==> src/rtl/mem_stage_ctrl_if.sv <==
// rtl/mem_stage_ctrl_if.sv - EX/MEM request, data-cache and MEM/WB signal bundle for mem_stage_ctrl
interface mem_stage_ctrl_if #(
  parameter int AW = 32
);
  logic          ex_valid;
  logic          ex_MemRead;
  logic          ex_MemWrite;
  logic [AW-1:0] ex_addr;
  logic [AW-1:0] ex_store;
  logic          ex_RegWrite;
  logic          ex_MemToReg;
  logic          ex_LL;
  logic          ex_SC;
  logic          flush;
  logic          dhit;
  logic [AW-1:0] dmemload;
  logic          dmemREN;
  logic          dmemWEN;
  logic [AW-1:0] dmemaddr;
  logic [AW-1:0] dmemstore;
  logic          stall_out;
  logic          mwb_wen;
  logic [AW-1:0] mwb_dmemload;
  logic [AW-1:0] mwb_dmemaddr;
  logic          mwb_RegWrite;
  logic          mwb_MemToReg;
  logic          err_timeout;
  logic          err_misalign;

  modport slave (
    input  ex_valid, ex_MemRead, ex_MemWrite, ex_addr, ex_store, ex_RegWrite,
           ex_MemToReg, ex_LL, ex_SC, flush, dhit, dmemload,
    output dmemREN, dmemWEN, dmemaddr, dmemstore, stall_out, mwb_wen,
           mwb_dmemload, mwb_dmemaddr, mwb_RegWrite, mwb_MemToReg,
           err_timeout, err_misalign
  );

  modport master (
    output ex_valid, ex_MemRead, ex_MemWrite, ex_addr, ex_store, ex_RegWrite,
           ex_MemToReg, ex_LL, ex_SC, flush, dhit, dmemload,
    input  dmemREN, dmemWEN, dmemaddr, dmemstore, stall_out, mwb_wen,
           mwb_dmemload, mwb_dmemaddr, mwb_RegWrite, mwb_MemToReg,
           err_timeout, err_misalign
  );
endinterface

==> src/rtl/mem_stage_ctrl.sv <==
// rtl/mem_stage_ctrl.sv - memory-stage controller: drives the data cache until dhit and stalls the pipeline
// Optional load-linked/store-conditional link register enabled by defining LLSC_EN.
module mem_stage_ctrl #(
  parameter int TIMEOUT = 64,
  parameter int AW      = 32
) (
  input logic              CLK,
  input logic              nRST,
  mem_stage_ctrl_if.slave  bus
);
  localparam int CW = (TIMEOUT > 1) ? $clog2(TIMEOUT) : 1;

  typedef enum logic {IDLE, REQ} state_t;

  state_t        state_q, state_d;
  logic          ren_q, ren_d, wen_q, wen_d;
  logic [AW-1:0] addr_q, addr_d, store_q, store_d;
  logic          rw_q, rw_d, m2r_q, m2r_d, sc_q, sc_d, fp_q, fp_d;
  logic [CW-1:0] cnt_q, cnt_d;
  logic          tmo_q, tmo_d;

  logic          mem_op, misalign, sc_ok;
  logic          stall, mwb_wen, mwb_rw, mwb_m2r, mis;
  logic [AW-1:0] mwb_load, mwb_addr;

  assign mem_op   = bus.ex_valid & (bus.ex_MemRead | bus.ex_MemWrite);
  assign misalign = |bus.ex_addr[1:0];

`ifdef LLSC_EN
  logic          link_v_q, link_v_d, ll_q, ll_d;
  logic [AW-1:0] link_a_q, link_a_d;
  assign sc_ok = ~bus.ex_SC | (link_v_q & (link_a_q == bus.ex_addr));
`else
  logic unused_ll;
  assign unused_ll = bus.ex_LL;
  assign sc_ok     = 1'b1;
`endif

  always_comb begin
    state_d  = state_q;
    ren_d    = ren_q;
    wen_d    = wen_q;
    addr_d   = addr_q;
    store_d  = store_q;
    rw_d     = rw_q;
    m2r_d    = m2r_q;
    sc_d     = sc_q;
    fp_d     = fp_q;
    cnt_d    = cnt_q;
    tmo_d    = tmo_q;
`ifdef LLSC_EN
    link_v_d = link_v_q;
    link_a_d = link_a_q;
    ll_d     = ll_q;
`endif
    stall    = 1'b0;
    mwb_wen  = 1'b1;
    mwb_load = '0;
    mwb_addr = bus.ex_addr;
    mwb_rw   = 1'b0;
    mwb_m2r  = bus.ex_MemToReg;
    mis      = 1'b0;
    case (state_q)
      IDLE: begin
        if (!mem_op) begin
          mwb_rw = bus.ex_valid & bus.ex_RegWrite & ~bus.flush;
        end else if (misalign) begin
          mis = 1'b1;
        end else if (bus.flush) begin
          mwb_rw = 1'b0;
        end else if (!sc_ok) begin
          // Failed store-conditional completes at once with result 0.
          mwb_rw = bus.ex_RegWrite;
        end else begin
          ren_d   = bus.ex_MemRead;
          wen_d   = bus.ex_MemWrite;
          addr_d  = bus.ex_addr;
          store_d = bus.ex_store;
          rw_d    = bus.ex_RegWrite;
          m2r_d   = bus.ex_MemToReg;
          sc_d    = bus.ex_SC & bus.ex_MemWrite;
`ifdef LLSC_EN
          ll_d    = bus.ex_LL;
`endif
          fp_d    = 1'b0;
          cnt_d   = '0;
          stall   = 1'b1;
          mwb_wen = 1'b0;
          state_d = REQ;
        end
      end
      REQ: begin
        mwb_addr = addr_q;
        mwb_m2r  = m2r_q;
        stall    = ~bus.dhit;
        mwb_wen  = 1'b0;
        cnt_d    = cnt_q + CW'(1);
        if (bus.flush) fp_d = 1'b1;
        if (bus.dhit) begin
          mwb_wen  = 1'b1;
          mwb_load = wen_q ? {{(AW-1){1'b0}}, sc_q} : bus.dmemload;
          mwb_rw   = rw_q & ~fp_q & ~bus.flush;
`ifdef LLSC_EN
          if (ll_q && ren_q && !fp_q && !bus.flush) begin
            link_v_d = 1'b1;
            link_a_d = addr_q;
          end
          if (wen_q && (link_a_q == addr_q)) link_v_d = 1'b0;
`endif
          ren_d    = 1'b0;
          wen_d    = 1'b0;
          fp_d     = 1'b0;
          cnt_d    = '0;
          state_d  = IDLE;
        end else if ((TIMEOUT > 0) && (cnt_q == CW'(TIMEOUT - 1))) begin
          tmo_d    = 1'b1;
          stall    = 1'b0;
          mwb_wen  = 1'b1;
          ren_d    = 1'b0;
          wen_d    = 1'b0;
          fp_d     = 1'b0;
          cnt_d    = '0;
          state_d  = IDLE;
        end
      end
      default: state_d = IDLE;
    endcase
  end

  always_ff @(posedge CLK or negedge nRST) begin
    if (!nRST) begin
      state_q  <= IDLE;
      ren_q    <= 1'b0;
      wen_q    <= 1'b0;
      addr_q   <= '0;
      store_q  <= '0;
      rw_q     <= 1'b0;
      m2r_q    <= 1'b0;
      sc_q     <= 1'b0;
      fp_q     <= 1'b0;
      cnt_q    <= '0;
      tmo_q    <= 1'b0;
`ifdef LLSC_EN
      link_v_q <= 1'b0;
      link_a_q <= '0;
      ll_q     <= 1'b0;
`endif
    end else begin
      state_q  <= state_d;
      ren_q    <= ren_d;
      wen_q    <= wen_d;
      addr_q   <= addr_d;
      store_q  <= store_d;
      rw_q     <= rw_d;
      m2r_q    <= m2r_d;
      sc_q     <= sc_d;
      fp_q     <= fp_d;
      cnt_q    <= cnt_d;
      tmo_q    <= tmo_d;
`ifdef LLSC_EN
      link_v_q <= link_v_d;
      link_a_q <= link_a_d;
      ll_q     <= ll_d;
`endif
    end
  end

  assign bus.dmemREN      = ren_q;
  assign bus.dmemWEN      = wen_q;
  assign bus.dmemaddr     = addr_q;
  assign bus.dmemstore    = store_q;
  assign bus.stall_out    = stall;
  assign bus.mwb_wen      = mwb_wen;
  assign bus.mwb_dmemload = mwb_load;
  assign bus.mwb_dmemaddr = mwb_addr;
  assign bus.mwb_RegWrite = mwb_rw;
  assign bus.mwb_MemToReg = mwb_m2r;
  assign bus.err_timeout  = tmo_q;
  assign bus.err_misalign = mis;
endmodule
==> src/flat_wrapper.sv <==
// flat-port wrapper written by rule: the top's interface ports become plain ports
module mem_stage_ctrl_flat 
#(
  parameter int TIMEOUT = 64,
  parameter int AW      = 32
)
  (CLK, nRST, bus_ex_valid, bus_ex_MemRead, bus_ex_MemWrite, bus_ex_addr, bus_ex_store, bus_ex_RegWrite, bus_ex_MemToReg, bus_ex_LL, bus_ex_SC, bus_flush, bus_dhit, bus_dmemload, bus_dmemREN, bus_dmemWEN, bus_dmemaddr, bus_dmemstore, bus_stall_out, bus_mwb_wen, bus_mwb_dmemload, bus_mwb_dmemaddr, bus_mwb_RegWrite, bus_mwb_MemToReg, bus_err_timeout, bus_err_misalign);
  mem_stage_ctrl_if #(.AW(AW)) bus_i ();
  input logic CLK;
  input logic nRST;
  input wire logic [$bits(bus_i.ex_valid)-1:0] bus_ex_valid;
  input wire logic [$bits(bus_i.ex_MemRead)-1:0] bus_ex_MemRead;
  input wire logic [$bits(bus_i.ex_MemWrite)-1:0] bus_ex_MemWrite;
  input wire logic [$bits(bus_i.ex_addr)-1:0] bus_ex_addr;
  input wire logic [$bits(bus_i.ex_store)-1:0] bus_ex_store;
  input wire logic [$bits(bus_i.ex_RegWrite)-1:0] bus_ex_RegWrite;
  input wire logic [$bits(bus_i.ex_MemToReg)-1:0] bus_ex_MemToReg;
  input wire logic [$bits(bus_i.ex_LL)-1:0] bus_ex_LL;
  input wire logic [$bits(bus_i.ex_SC)-1:0] bus_ex_SC;
  input wire logic [$bits(bus_i.flush)-1:0] bus_flush;
  input wire logic [$bits(bus_i.dhit)-1:0] bus_dhit;
  input wire logic [$bits(bus_i.dmemload)-1:0] bus_dmemload;
  output wire logic [$bits(bus_i.dmemREN)-1:0] bus_dmemREN;
  output wire logic [$bits(bus_i.dmemWEN)-1:0] bus_dmemWEN;
  output wire logic [$bits(bus_i.dmemaddr)-1:0] bus_dmemaddr;
  output wire logic [$bits(bus_i.dmemstore)-1:0] bus_dmemstore;
  output wire logic [$bits(bus_i.stall_out)-1:0] bus_stall_out;
  output wire logic [$bits(bus_i.mwb_wen)-1:0] bus_mwb_wen;
  output wire logic [$bits(bus_i.mwb_dmemload)-1:0] bus_mwb_dmemload;
  output wire logic [$bits(bus_i.mwb_dmemaddr)-1:0] bus_mwb_dmemaddr;
  output wire logic [$bits(bus_i.mwb_RegWrite)-1:0] bus_mwb_RegWrite;
  output wire logic [$bits(bus_i.mwb_MemToReg)-1:0] bus_mwb_MemToReg;
  output wire logic [$bits(bus_i.err_timeout)-1:0] bus_err_timeout;
  output wire logic [$bits(bus_i.err_misalign)-1:0] bus_err_misalign;
  assign bus_i.ex_valid = bus_ex_valid;
  assign bus_i.ex_MemRead = bus_ex_MemRead;
  assign bus_i.ex_MemWrite = bus_ex_MemWrite;
  assign bus_i.ex_addr = bus_ex_addr;
  assign bus_i.ex_store = bus_ex_store;
  assign bus_i.ex_RegWrite = bus_ex_RegWrite;
  assign bus_i.ex_MemToReg = bus_ex_MemToReg;
  assign bus_i.ex_LL = bus_ex_LL;
  assign bus_i.ex_SC = bus_ex_SC;
  assign bus_i.flush = bus_flush;
  assign bus_i.dhit = bus_dhit;
  assign bus_i.dmemload = bus_dmemload;
  assign bus_dmemREN = bus_i.dmemREN;
  assign bus_dmemWEN = bus_i.dmemWEN;
  assign bus_dmemaddr = bus_i.dmemaddr;
  assign bus_dmemstore = bus_i.dmemstore;
  assign bus_stall_out = bus_i.stall_out;
  assign bus_mwb_wen = bus_i.mwb_wen;
  assign bus_mwb_dmemload = bus_i.mwb_dmemload;
  assign bus_mwb_dmemaddr = bus_i.mwb_dmemaddr;
  assign bus_mwb_RegWrite = bus_i.mwb_RegWrite;
  assign bus_mwb_MemToReg = bus_i.mwb_MemToReg;
  assign bus_err_timeout = bus_i.err_timeout;
  assign bus_err_misalign = bus_i.err_misalign;
  mem_stage_ctrl #(.TIMEOUT(TIMEOUT), .AW(AW)) u_core (.CLK(CLK), .nRST(nRST), .bus(bus_i));
endmodule
==> config.mk <==
export PLATFORM = sky130hd
export DESIGN_NAME = mem_stage_ctrl_flat
export DESIGN_NICKNAME = d
export VERILOG_FILES = /design/src/rtl/mem_stage_ctrl_if.sv /design/src/rtl/mem_stage_ctrl.sv /design/src/flat_wrapper.sv
export SDC_FILE = /design/constraint.sdc
export NUM_CORES = 1
export LEC_CHECK = 0
export CORE_MARGIN = 5
export CORE_UTILIZATION = 34
export CTS_CLUSTER_DIAMETER = 120
export CTS_CLUSTER_SIZE = 24
export DETAILED_ROUTE_END_ITERATION = 10
export GPL_TIMING_DRIVEN = 0
export PLACE_DENSITY_LB_ADDON = 0.1
export SETUP_SLACK_MARGIN = 0.2
export SYNTH_ARGS = -nofsm -noshare
export SYNTH_HDL_FRONTEND = slang
export SYNTH_SLANG_ARGS = --single-unit
==> constraint.sdc <==
create_clock -name CLK -period 4.2 [get_ports CLK]
set_input_delay 0.42 -clock CLK [delete_from_list [all_inputs] [get_ports CLK]]
set_output_delay 0.42 -clock CLK [all_outputs]
set_load 0.05 [all_outputs]
### Yosys cells after proc, flatten, opt, wreduce, memory -nomap -nowiden

Index checks and enable logic that the tools add are counted.

* add/sub/neg operators: 1
* equal/unequal tests: 6
* bitwise logic cells: 12
* reductions and logical operators: 6
* multiplexer cells: 49

Operators with widths (count)
* 2-to-1 mux 32 bit: 4
* 2-to-1 mux 1 bit: 32
* 2-to-1 mux 6 bit: 5
* one-hot mux 1 bit (2 select lines): 7
* one-hot mux 6 bit (2 select lines): 1
* AND reduction 4 bit: 3
* adder 6 x 1 -> 6 bit, second input constant: 1
* bitwise AND 1 bit: 6
* equality test 6 bit, second input constant: 1
* AND reduction 3 bit: 2
* inverter 1 bit: 5
* inequality test 2 bit, second input constant: 2
* inequality test 4 bit, second input constant: 1
* inequality test 3 bit, second input constant: 1
* inequality test 2 x 1 -> 1 bit, second input constant: 1
* OR reduction 2 bit: 1
* OR 1 bit: 1

* output and inout port bits: 136
* bits of input ports: 107
* bits in registers: 78
* word-level logic and storage cells: 85

### Depth between registers and ports, before layout

Gate-level depths: netlist of run 1.

* depth in word-level cells: 5
* mapped depth: 7
* gate-level depth less buffers: 5

### Worst setup path before layout of run 1

No wires, ideal clock.

* path type: register to output
* start: register u_core.cnt_q[0]
* end: output port bus_mwb_wen
* slack: 1799 ps
* data arrival time: 1981 ps
* cell stages (with the launch flop): 6
* path through: dfrtp_1 ha_1 and3_1 a31oi_2 nand2b_1 inv_1

* cells in the longest elaborated chain, start to end: 4

Ends and longest elaborated chain
* start: declaration: RTL line mem_stage_ctrl.sv:19 `logic [CW-1:0] cnt_q, cnt_d;`
* start signal: assignment: RTL line mem_stage_ctrl.sv:158 `cnt_q <= cnt_d;`
* equality test 6 bit: RTL line mem_stage_ctrl.sv:115 `end else if ((TIMEOUT > 0) && (cnt_q == CW'(TIMEOUT - 1))) begin`
* 2-to-1 mux 1 bit: RTL line mem_stage_ctrl.sv:115
* 2-to-1 mux 1 bit: RTL line mem_stage_ctrl.sv:99 `if (bus.dhit) begin`
* one-hot mux 1 bit (2 select lines): RTL line mem_stage_ctrl.sv:63 `case (state_q)`
* end: declaration: RTL line flat_wrapper.sv:28 `output wire logic [$bits(bus_i.mwb_wen)-1:0] bus_mwb_wen;`

No other way between the ends.

### Final worst setup path of run 1

* start: register u_core.cnt_q[0]
* end: output port bus_stall_out

* cells in the longest elaborated chain, start to end: 4

Ends and longest elaborated chain
* equality test 6 bit: RTL line mem_stage_ctrl.sv:115
* 2-to-1 mux 1 bit: RTL line mem_stage_ctrl.sv:115
* 2-to-1 mux 1 bit: RTL line mem_stage_ctrl.sv:99
* one-hot mux 1 bit (2 select lines): RTL line mem_stage_ctrl.sv:63
* end: declaration: RTL line flat_wrapper.sv:27 `output wire logic [$bits(bus_i.stall_out)-1:0] bus_stall_out;`

No other way between the ends.

==> results of run 1 <==
-- cells by family after synthesis --
kind of cell	after synthesis
buf+inv	23
simple gates	258
flops	78
compound gates	15
mux	35
fa+ha+maj	1
-- cell usage in the layout (no fill, tap or decap), types with 5 or more instances in the layout --
cell type and instances:
dfrtp_1 78, clkbuf_8 11, clkdlybuf4s50_1 240, nand3_1 5, nor2_1 11, and2_1 33
buf_2 10, clkbuf_1 9, nand2_1 188, nand2_2 10, mux2_2 34
-- worst max-delay path, stage by stage (launching register included) --
cell and delay [ps]:
dfrtp_1 410, ha_1 230, and3_1 240, a31oi_2 380, nand2b_1 220, clkdlybuf4s50_1 830
-- path summary, 6_finish.rpt --
kind                                 startpoint                 endpoint  depth (start not counted)
worst min register to register      u_core.sc_q              u_core.sc_q                          2
min in group CLK                    u_core.sc_q              u_core.sc_q                          2
worst max-delay path            u_core.cnt_q[0]            bus_stall_out                          5
max in group asynchronous                  nRST  u_core.bus.dmemaddr[24]                          2
worst max register to register  u_core.cnt_q[0]       u_core.bus.dmemREN                          5
worst min-delay path                       nRST  u_core.bus.dmemstore[7]                          1
-- where the power goes --
part / switching, mW / internal, mW
Combinational: 0.787 / 0.441
Clock: 0.256 / 0.244
Sequential: 0.0948 / 0.890
-- final cells by class --
cell class	count	area (µm²)	area share, %
timing repair buffer	242	2430	37.4
multi-input combinational	309	1640	25.2
buffer	22	136	2.10
clock buffer	14	163	2.50
tap	140	175	2.69
sequential	78	1950	30.0
inverter	1	3.75	0.0577
clock inverter	1	5.00	0.0770
-- flip-flops by register name, indices dropped and copies added (netlist names) --
name / cells
u_core.m2r_q: 1
u_core.bus.dmemREN: 1
u_core.fp_q: 1
u_core.bus.err_timeout: 1
u_core.sc_q: 1
u_core.state_q: 1
u_core.rw_q: 1
u_core.cnt_q: 6
u_core.bus.dmemaddr: 32
u_core.bus.dmemWEN: 1
u_core.bus.dmemstore: 32
-- metrics by stage --
stage	utilization [%]	instance area [µm²]	TNS (ps)	instances	setup WS (ps)
floorplan	-	3730	0	410	1800
global placement	58.5	6320	-8800	791	-120
detailed placement	58.7	6330	0	792	1150
CTS	60.2	6500	0	807	1090
global route	60.2	6500	0	807	1010
finish	60.2	6500	0	807	1130
-- layer usage --
layer  up-vias  GRT usage (%)  wire length, µm
li1       1797              -                -
met4         0           7.36              250
met3        16           6.47             1280
met5         -              0                0
met2       171           32.8             6260
met1      1704           21.6             4970
==> metrics, run 1 <==
synthesized flop and latch total 78; via count 3,688; Setup CP Type reg2out; Seq/Total Area, Yosys 52.3%; top-count cell post-synth nand2_1; Final Hold Vio Count 0; Slew @ Worst Pin 554 ps; dominant cells by area after synthesis dfrtp_1, nand2_1, mux2_2; CTS buffer count 9; post-layout minimum cycle time 3070 ps; Post-Syn Instances 410; post-synthesis average cell area 9.10 µm²; Yosys top cell area share 52.3%; clk buf depth 2; Post-DP HPWL 10,100 µm; initial antenna violation count 0; hold buffers post-CTS 0; I/O Buffers 241; relative slew slack 63.0%; postcts setup bufs 0; first-pass GRT wire length 19,700 µm; main combinational cell family by area after synthesis simple AND/OR/NAND/NOR gates; antenna-violating nets left 0; Post-synth top cells nand2_1, dfrtp_1, mux2_2, and2_1, nor2_1; async set-reset flop share out of synthesis 100%; core area 0.0108 mm²; largest net degree at the start of global routing 42; Initial Util 34.6%; gr usage total 19.0%; Max Cap Viol 0; Crit Path Max Fanout 8; mux contribution to synthesized area 10.5%; number of library cell types mapped by synthesis 30; Post-Synth Simple-Gate Area 30.0%; Synth Area in Adders 0.335%; leakage dissipation 2.98 nW; CTS Sinks 78; htree depth 3; root buf cell clkbuf_8; drt initial violations 91; Final setup viols 0; total grt overflow 0; Tcrit/Tclk final 73.1%; post-route DRC violation count 0; placer congestion estimate 0.810; vias in the first global route 3,853; DR pass1 iterations 4; chip width 115 µm; post-synthesis cell area 0.00373 mm²; Clock transition at path regs 80 ps; worst path required time 3780 ps; arrival time at the worst endpoint 2650 ps; yosys warns 0; Startpoint Class register; die area 0.0132 mm²; overall power 2.71 mW; CP endpoint kind output pin; IO Pins 243; via/cell ratio 4.57; P per Cell Area 417 mW/mm²; Antenna Cells 0; worst hold margin 35.7 ps; XOR/XNOR Fraction of Synth Area 0%; EDFF count, synth 0; Post-Syn Nets 518; RSZ-0062 raised after global routing no; floorplan row count 38; share of post-route cells with drive strength above 1 11.8%; fillers 950; f_max 326 MHz; Die Ht 115 µm; R2R setup slack 2570 ps; clk_lat worst skew 350 ps; max-slew violation count 0; outcome completed; Layout Nets 771; Peak supply drop 0.228 mV; Compound-Gate Fraction of Synth Area 3.09%; area grow syn2layout 74.3%; wire length per cell 15.8 µm; WL final 12,800 µm; Hold Path Class in2async; area leader, netlist dfrtp_1; post-cts resize count 0; Worst Clk Skew 7.19 ps; CTS tree built; Top FF cell, synth dfrtp_1
(Power assumes the default switching activity.)
==> run 2, diff against run 1 <==
- CORE_UTILIZATION: 34 -> 33
- clock period: 4.2 -> 2.5 ns (I/O delays scaled with it)
==> run 2 against run 1 <==
  * Routed wire length rose by 2.3%
  * Sequential cell count unchanged
  * Non-clock buffer count up 2
  * Utilization down 0.13 points
  * Largest cell class unchanged
  * Largest power group unchanged
==> metrics, run 2 (synthesis results as in run 1) <==
Clock transition at path regs 60 ps (-20 ps); vias in the first global route 3,789 (-1.7%); clk_lat worst skew 330 ps (-20 ps); P per Cell Area 758 mW/mm² (+82%); Setup CP Type reg2out; max-slew violation count 0 (unchanged); total grt overflow 0 (unchanged); Tcrit/Tclk final 89.3%; drt initial violations 118 (+30%); chip width 116 µm (+1.4%); DP Area 0.00634 mm² (+0.12%); setup ws final 267 ps (-863 ps); fillers 984 (+3.6%); IO Pins 243 (unchanged); Crit path largest cell delay 380 ps (-450 ps); CTS Sinks 78 (unchanged); Antenna Cells 0 (unchanged); GR Util met3 5.70% (-0.77 points); Cell Count, Final, Fillers Out 810 (+0.37%); grt met1 use 21.7% (+0.092 points); gr usage total 18.8% (-0.12 points); I/O Buffers 241 (unchanged); crit path cell chain buf_4, nand2_1, nor2_1, clkbuf_2, and2_1, clkdlybuf4s15_2; outcome completed; Die Ht 116 µm (+1.4%); grt peak-use layer met2; Multi-input gate area 0.00165 mm² (+0.53%); core area 0.0109 mm² (+1.3%); R2R setup slack 790 ps (-1780 ps); floorplan row count 38 (unchanged); CTS buffer count 9 (unchanged); Final Cell Area 0.00657 mm² (+1.1%); root buf cell clkbuf_16; arrival time at the worst endpoint 1980 ps (-670 ps); most frequent cells in the layout nand2_1, clkdlybuf4s50_1, dfrtp_1, mux2_2; placer congestion estimate 0.742 (-8.5%); htree depth 3 (unchanged); worst hold margin 413 ps (+377 ps); post-layout minimum cycle time 2230 ps; Initial Util 34.1% (-0.45 points); die area 0.0135 mm² (+2.8%); slowest CP cell clkdlybuf4s15_2; Hold Path Class in2async; worst path required time 2250 ps (-1530 ps); Post-DP HPWL 10,200 µm (+0.87%); initial antenna violation count 0 (unchanged); most common cell after layout, fill and taps aside nand2_1; clk buf depth 2 (unchanged); met2 usage 33.7% (+0.89 points); overall power 4.98 mW (+84%); Worst Clk Skew 5.83 ps (-1.36 ps); post-route DRC violation count 0 (unchanged); f_max 448 MHz; DP Worst Slack -209 ps (-1350 ps); RSZ-0062 raised after global routing no; Final setup viols 0 (unchanged); Peak supply drop 0.408 mV (+79%); placed cells 792 (unchanged); DR pass1 iterations 4 (unchanged); share of post-route cells with drive strength above 1 17.8% (+5.9 points); Final Hold Vio Count 0 (unchanged); largest net degree at the start of global routing 48 (+14%); R2R depth 6 (+1); Startpoint Class register; relative slew slack 63.3% (+0.32 points); via count 3,697 (+0.24%); Max Cap Viol 0 (unchanged); antenna-violating nets left 0 (unchanged); RR Startpoint u_core.cnt_q[0]; worst flop-to-flop path endpoint u_core.bus.dmemREN; leakage dissipation 3.15 nW (+5.7%); via/cell ratio 4.56 (-0.13%); first-pass GRT wire length 19,700 µm (+0.18%); Crit Path Max Fanout 10 (+2); CP endpoint kind output pin; wire length per cell 16.1 µm (+1.9%); CTS tree built; area grow syn2layout 76.2%; Register Area 0.00195 mm² (unchanged); WL final 13,100 µm (+2.3%); Slew @ Worst Pin 549 ps (-4.74 ps); Layout Nets 773 (+0.26%)
==> run 2: per-stage QoR <==
| stage | utilization (%) | TNS [ps] |
|---|---|---|
| finish | 60.1 | 0 |
| global route | 60.1 | 0 |
| detailed placement | 58.0 | -4120 |
| CTS | 61.0 | 0 |
| global placement | 57.8 | -135540 |
| floorplan | - | 0 |
==> run 2: critical path, delay by kind of cell, from the launching register on <==
family        cells  cell delay [ps]
buf+inv           3              810
flops             1              340
simple gates      3              510
==> run 2: worst max path at each step <==
| stage | from | end | cells past startpoint |
|---|---|---|---|
| 6_report | u_core.state_q | bus_mwb_dmemload[9] | 6 |
| 3_5_place_dp | bus_dhit | bus_mwb_dmemload[20] | 6 |
| 2_1_floorplan | u_core.cnt_q[0] | bus_mwb_wen | 5 |
| 3_3_place_gp | nRST | u_core.bus.dmemaddr[26] | 1 |
| 4_1_cts | u_core.state_q | bus_mwb_dmemload[20] | 6 |
| 5_1_grt | u_core.state_q | bus_mwb_dmemload[2] | 6 |
==> run 2: cell type report <==
class / count / area share [%]
Buffer: 22 / 2.17
Multi-Input combinational cell: 309 / 25.0
Clock buffer: 9 / 3.43
Tap cell: 140 / 2.66
Inverter: 1 / 0.0571
Timing Repair Buffer: 244 / 35.8
Clock inverter: 7 / 1.14
Sequential cell: 78 / 29.7
==> run 2: layer usage <==
layer  vias to the layer above  routed length [µm]
met4                         0                 118
met1                      1712                5070
met5                         -                   0
li1                       1820                   -
met3                         9                1390
met2                       156                6480
==> run 2: power by group <==
group	switching (mW)	internal (mW)
combinational	1.33	0.711
clock	0.520	0.774
sequential	0.153	1.50
total	2.00	2.98
==> run 2: repair_timing <==
action	4_1_cts	5_1_grt
gates resized for setup	134	36
hold buffers	1	0
endpoints found under the setup margin	65	35
buffers inserted	1	0
pin swaps	1	0
endpoints found under the hold margin	31	0
